### config.mk
export PLATFORM = sky130hd
export DESIGN_NAME = wb_cmd_master
export DESIGN_NICKNAME = d
export VERILOG_FILES = /design/src/rtl/wb_master_pkg.sv /design/src/rtl/wb_timeout_cnt.sv /design/src/rtl/wb_cmd_master.sv
export SDC_FILE = /design/constraint.sdc
export NUM_CORES = 1
export LEC_CHECK = 0
export ABC_AREA = 1
export BUFFER_PORTS_ARGS = -buffer_cell sky130_fd_sc_hd__buf_4
export CORE_ASPECT_RATIO = 0.9
export CORE_MARGIN = 3
export CORE_UTILIZATION = 49
export DETAILED_ROUTE_END_ITERATION = 10
export PLACE_DENSITY = 0.8
export SYNTH_ARGS = -nofsm -noshare
export SYNTH_HDL_FRONTEND = slang
export SYNTH_SLANG_ARGS = --single-unit
### constraint.sdc
create_clock -name wb_clk -period 4.4 [get_ports wb_clk]
set_input_delay 0.66 -clock wb_clk [delete_from_list [all_inputs] [get_ports wb_clk]]
set_output_delay 0.66 -clock wb_clk [all_outputs]
set_load 0.005 [all_outputs]
### src/rtl/wb_master_pkg.sv
// Shared types and defaults for the Wishbone command master.
package wb_master_pkg;

    typedef enum logic [1:0] {
        IDLE = 2'd0,
        BUS  = 2'd1,
        RESP = 2'd2
    } state_t;

    localparam int DEF_ADDR_W    = 32;
    localparam int DEF_DATA_W    = 32;
    localparam int DEF_TO_CYCLES = 256;
    localparam int DEF_TO_W      = 9;
    localparam int ERR_CNT_W     = 16;

endpackage

### src/rtl/wb_timeout_cnt.sv
// Bus-cycle watchdog: a down-counter loaded on clear, decremented while enabled.
// expire is high during the TO_CYCLES-th enabled cycle after a clear.
// TO_CYCLES = 0 disables expiry.
module wb_timeout_cnt #(
    parameter int TO_CYCLES = 256,
    parameter int TO_W      = 9
) (
    input  logic clk,
    input  logic rst_n,
    input  logic clear,
    input  logic enable,
    output logic expire
);

    // Loading TO_CYCLES-1 makes the zero compare hit on the TO_CYCLES-th enabled edge.
    localparam logic [TO_W-1:0] LOAD_VAL = TO_W'((TO_CYCLES > 0) ? (TO_CYCLES - 1) : 0);
    localparam logic            TO_EN    = (TO_CYCLES != 0);

    logic [TO_W-1:0] cnt;

    // Remaining-cycle counter; it holds at zero so it never wraps.
    always_ff @(posedge clk or negedge rst_n) begin
        if (!rst_n) begin
            cnt <= '0;
        end else if (clear) begin
            cnt <= LOAD_VAL;
        end else if (enable && (cnt != '0)) begin
            cnt <= cnt - 1'b1;
        end
    end

    assign expire = TO_EN && enable && (cnt == '0);

endmodule

### src/rtl/wb_cmd_master.sv
// Wishbone classic-cycle initiator: one command in, one single WB transfer, one response out.
//
//  state | meaning
//  IDLE  | cmd_ready=1, waiting for a command
//  BUS   | cyc/stb asserted, waiting for ack or timeout
//  RESP  | response presented, waiting for rsp_ready
module wb_cmd_master
    import wb_master_pkg::*;
#(
    parameter int ADDR_W    = DEF_ADDR_W,
    parameter int DATA_W    = DEF_DATA_W,
    parameter int TO_CYCLES = DEF_TO_CYCLES,
    parameter int TO_W      = DEF_TO_W
) (
    input  logic                 wb_clk,
    input  logic                 wb_rst_n,
    input  logic                 cmd_valid,
    output logic                 cmd_ready,
    input  logic                 cmd_we,
    input  logic [ADDR_W-1:0]    cmd_adr,
    input  logic [DATA_W-1:0]    cmd_wdata,
    input  logic [DATA_W/8-1:0]  cmd_sel,
    output logic                 rsp_valid,
    input  logic                 rsp_ready,
    output logic [DATA_W-1:0]    rsp_rdata,
    output logic                 rsp_err,
    output logic                 wbm_cyc,
    output logic                 wbm_stb,
    output logic                 wbm_we,
    output logic [ADDR_W-1:0]    wbm_adr,
    output logic [DATA_W-1:0]    wbm_wdata,
    output logic [DATA_W/8-1:0]  wbm_sel,
    input  logic                 wbm_ack,
    input  logic [DATA_W-1:0]    wbm_rdata,
    output logic [ERR_CNT_W-1:0] err_cnt
);

    state_t state;
    logic   accept;
    logic   to_expire;

    // cmd_ready is a register that is high exactly in IDLE, so accept needs no extra gating.
    assign accept = cmd_ready && cmd_valid;

    wb_timeout_cnt #(
        .TO_CYCLES (TO_CYCLES),
        .TO_W      (TO_W)
    ) u_timeout (
        .clk    (wb_clk),
        .rst_n  (wb_rst_n),
        .clear  (accept),
        .enable (state == BUS),
        .expire (to_expire)
    );

    // Sequencer with registered bus, response and error-count outputs.
    always_ff @(posedge wb_clk or negedge wb_rst_n) begin
        if (!wb_rst_n) begin
            state     <= IDLE;
            cmd_ready <= 1'b1;
            rsp_valid <= 1'b0;
            rsp_rdata <= '0;
            rsp_err   <= 1'b0;
            wbm_cyc   <= 1'b0;
            wbm_stb   <= 1'b0;
            wbm_we    <= 1'b0;
            wbm_adr   <= '0;
            wbm_wdata <= '0;
            wbm_sel   <= '0;
            err_cnt   <= '0;
        end else begin
            case (state)
                IDLE: begin
                    if (accept) begin
                        state     <= BUS;
                        cmd_ready <= 1'b0;
                        wbm_cyc   <= 1'b1;
                        wbm_stb   <= 1'b1;
                        wbm_we    <= cmd_we;
                        wbm_adr   <= cmd_adr;
                        wbm_wdata <= cmd_wdata;
                        wbm_sel   <= cmd_sel;
                    end
                end
                BUS: begin
                    // Ack takes priority over a timeout expiring on the same edge.
                    if (wbm_ack) begin
                        state     <= RESP;
                        wbm_cyc   <= 1'b0;
                        wbm_stb   <= 1'b0;
                        wbm_we    <= 1'b0;
                        rsp_valid <= 1'b1;
                        rsp_err   <= 1'b0;
                        rsp_rdata <= wbm_we ? '0 : wbm_rdata;
                    end else if (to_expire) begin
                        state     <= RESP;
                        wbm_cyc   <= 1'b0;
                        wbm_stb   <= 1'b0;
                        wbm_we    <= 1'b0;
                        rsp_valid <= 1'b1;
                        rsp_err   <= 1'b1;
                        rsp_rdata <= '0;
                        if (err_cnt != '1) begin
                            err_cnt <= err_cnt + 1'b1;
                        end
                    end
                end
                RESP: begin
                    if (rsp_ready) begin
                        state     <= IDLE;
                        cmd_ready <= 1'b1;
                        rsp_valid <= 1'b0;
                        rsp_err   <= 1'b0;
                        rsp_rdata <= '0;
                    end
                end
                default: begin
                    state     <= IDLE;
                    cmd_ready <= 1'b1;
                    rsp_valid <= 1'b0;
                    wbm_cyc   <= 1'b0;
                    wbm_stb   <= 1'b0;
                    wbm_we    <= 1'b0;
                end
            endcase
        end
    end

endmodule

# Yosys cells after proc, flatten, opt, wreduce, memory -nomap -nowiden
# Cells that the tools add are included.
# classes
add_sub_neg	2
n_eq_ne	6
n_mux	27
bitwise_logic	4
reduce_logical	15
# ops
operator	count
$mux 32	4
$pmux 32 s2	1
$mux 9	2
$add 16x1->16 const B	1
$ne 16x16->1 const B	1
$reduce_and 3->1	5
$pmux 1 s3	4
$mux 1	10
$logic_not 9->1	1
$reduce_bool 9->1	1
$sub 9x1->9 const B	1
$mux 2	4
$pmux 2 s3	1
$ne 2x2->1 const B	2
$not 1->1	4
$reduce_and 4->1	1
$reduce_bool 2->1	2
$logic_and 1x1->1	3
$ne 3x3->1 const B	1
$eq 2x1->1 const B	1
$eq 2x2->1 const B	1
$logic_not 2->1	1
$pmux 1 s2	1
$reduce_and 2->1	1
# word_totals
ff_bits	132
in_bits	106
output_inout_bits	122
elab_cells	66

# Longest topological paths before layout
# logic_depth
depth_word	5
mapped_depth	10
ltp_nobuf	10

# Cells and area by module
# From an unflattened synthesis, not the netlist that was laid out.
# unflattened
hier_cells	561
hier_area_um2	5803.1
# modules_own_cells
module	n_inst	cells_per_inst	area_per_inst_um2
wb_cmd_master	1	474	5185.0
wb_timeout_cnt	1	87	618.1

# Worst setup path before layout
# No wires, ideal clock.
# synth_path
path_type	register to register
start	register u_timeout.cnt[0]
end	register rsp_rdata[19]
arrival_ns	1.483
slack_ns	2.800
stages_incl_launch_ff	11
n_path_buf	1
period_less_slack_ns	1.600
cell_sequence	dfrtp_1 inv_1 ha_1 nand2_1 nor2_1 nand3_2 nand3_2 nand3_2 buf_2 nand2_1 nand2_1
# synth_between
elab_chain_cells	4
# synth_lines
element	line_no	rtl
start, declared	wb_timeout_cnt.sv:19	logic [TO_W-1:0] cnt;
start signal, assigned	wb_timeout_cnt.sv:28	cnt <= cnt - 1'b1;
$logic_not 9->1	wb_timeout_cnt.sv:32	assign expire = TO_EN && enable && (cnt == '0);
$logic_and 1x1->1	wb_timeout_cnt.sv:32	
$ne 3x3->1 (no line)	-	
$reduce_and 3->1 (no line)	-	
end signal, assigned	wb_cmd_master.sv:94	rsp_rdata <= wbm_we ? '0 : wbm_rdata;
end, declared	wb_cmd_master.sv:25	output logic [DATA_W-1:0] rsp_rdata,
# No other way between the ends.
# A chain may end at the register's enable or synchronous reset.

# Worst setup path in the final report
# layout_path
start	register u_timeout.cnt[0]
end	register rsp_rdata[27]
# Same word-level chain as after synthesis.

==> impl_metrics.ini <==
[cts]
cts.sinks = 132
postCtsSetupBuffers = 0
cts_tree = built
cts_buffers = 17
clock_latency_ns = 0.40
clk_pin_slew_ns = 0.06
htree_levels = 4
ctsHoldBuffers = 0
cts_root_buf = clkbuf_16
cts_resized = 0
cts.path.max_buffers = 2

[die]
die_h_um = 110
coreArea_sq_um = 11600
die_area_sq_um = 13400
rows = 37
io_pins = 228
initial_utilization_pct = 51.0
die-width_um = 122

[min_path]
hold_path.class = input port to async pin

[finish]
n_antenna_cell = 0
drive_above_1_share_pct = 28.1
syn_to_final_growth_pct = 38.6
n_fill_cell = 928
fin_nets = 1070
regArea_sq_um = 3300
final_cells = 1129
multi_input_area_sq_um = 2240
final_area_sq_um = 8210

[routing]
drt_wl_total_um = 16400
drt_pass1_iterations = 5
drc = 0
num_vias = 5521
drt-initial-drc-count = 436
via_per_inst = 4.89
ant_nets = 0
avgRoutedWirePerCell_um = 14.5

[placed_design]
placed_area_sq_um = 7680
io_buffers = 227
dp_slack_ns = 1.71
dp.cells = 1099
place_congestion = 0.849
dp_hpwl_um = 11400

[timing]
min_period_over_period_pct = 61.5
fmax_mhz = 369
fin_worst_skew_ns = 0.0107
worstMarginPinSlew_ns = 1.10
fin_crit_ns = 2.71
setup_violations = 0
hold_viol_final = 0
slew_viol_final = 0
slew_headroom_pct = 26.6
rsz0062_at_grt = no
fin_setup_tns_ns = 0
fin_ws_ns = 1.69

[global_routing]
grt_usage_pct = 24.6
grt_pass1_wl_um = 25900
overflow = 0
antenna_found_initial = 0
grt_max_degree = 106
grt_pass1_vias = 5190

[setup_path]
arrival_ns = 2.99
worstSetupPathType = flip-flop to flip-flop
crit_required_ns = 4.68
endpoint_kind = flip-flop
worst-path-max-fanout = 37
startpoint = u_timeout.cnt[0]
startpoint_type = flip-flop
r2r-start = u_timeout.cnt[0]

[synthesis]
synthDistinctLibCells = 24
syn-num-nets = 853
yosys_warnings = 0
synth_common_cells = 367 x nand2_1, 131 x dfrtp_1, 64 x nor2_1
synth_edf_count = 0
synthFlopType = dfrtp_1
yosysTopAreaCell = dfrtp_1
synthTopCellsByArea = dfrtp_1 55%, nand2_1 23%, nor2_1 4.1%
yosysMostFrequentCell = nand2_1
postSynthAreaPerCell_sq_um = 7.95
synth_seq_cells = 132
seq_area_frac_synth_pct = 55.8
synth_top_area_share_pct = 55.4
ys_async_sr_fraction_pct = 100
synth_cells = 745
netlist_area_sq_um = 5920

[pwr]
vdd_drop_max_mv = 0.409
p_total_uw = 5120
p_leak_uw = 0.00466
powerDensity_nw_per_um2 = 624

[status]
status = completed

[flow_run]
cap_violations = 0
per-layer routing:
layer / wire length, um / global-route usage, % / vias to the layer above
met1: 6810 / 32.2 / 2559
li1: - / - / 2718
met4: 296 / 7.12 / 0
met5: 0 / 0 / -
met2: 7730 / 38.8 / 222
met3: 1560 / 8.93 / 22
power by group:
part | total [uW] | internal, uW | switching [uW]
clock network | 1260 | 760 | 503
registers | 2020 | 1710 | 314
logic | 1840 | 895 | 945
total | 5120 | 3360 | 1760
cell type report:
class | instances | area share, %
Clock buffer | 18 | 5.23
Inverter | 54 | 2.47
Sequential cell | 132 | 40.3
Timing Repair Buffer | 231 | 21.2
Tap cell | 156 | 2.38
Multi-Input combinational cell | 526 | 27.3
Clock inverter | 12 | 1.13
flip-flops by register name, indices dropped and copies added (netlist names):
signal	cells
cmd_ready	1
err_cnt	16
wbm_we	1
rsp_err	1
rsp_valid	1
wbm_stb	1
rsp_rdata	32
wbm_sel	4
u_timeout.cnt	9
wbm_adr	32
state	2
wbm_wdata	32
stage by stage:
stage | utilization (%) | hold WS [ns]
after detailed placement | 66.1 | 0.461
after CTS | 70.6 | 0.417
final | 70.6 | 0.367
after global placement | 66.1 | 0.457
after floorplan | - | 0.364
after global routing | 70.6 | 0.434
kinds of logic (layout without fill, tap and decap cells):
group,Yosys count,after routing,synth area share [%]
and+or+nand+nor,492,492,33.7
DFF,132,132,55.8
buffers and inverters,87,315,6.30
AOI/OAI and AO/OA,16,16,1.39
xor gates and xnor gates,16,16,2.37
adders and majority gates,2,2,0.423
cells in the final DEF, fill, tap and decap left out, types with 8 or more instances in the layout:
master	Yosys	routed
dfrtp_1	131	131
inv_1	50	50
clkinv_2	0	8
buf_4	6	230
o21ai_0	14	14
nand3_1	16	16
xor2_1	9	9
nand4_1	37	37
nand2_1	367	367
nor2_1	64	64
clkbuf_16	0	17
worst max-delay path, stage by stage (launching register included):
cell	delay, ns
dfrtp_1	0.36
inv_1	0.11
ha_1	0.24
nand2_1	0.07
nor2_1	0.11
nand3_2	0.13
nand3_2	0.51
nand3_2	0.71
nand2_1	0.26
nand2_1	0.08
worst paths after layout:
check,end,slack (ns),cells past startpoint
worst max-delay path,rsp_rdata[27],1.69,9
worst min-delay path,u_timeout.cnt[6],0.37,1
worst max register to register,rsp_rdata[27],1.69,9
worst min register to register,rsp_valid,0.47,2
max in group asynchronous,wbm_adr[14],3.06,2
min in group wb_clk,wbm_adr[8],0.45,3
Power figures use the tool's default switching activity.
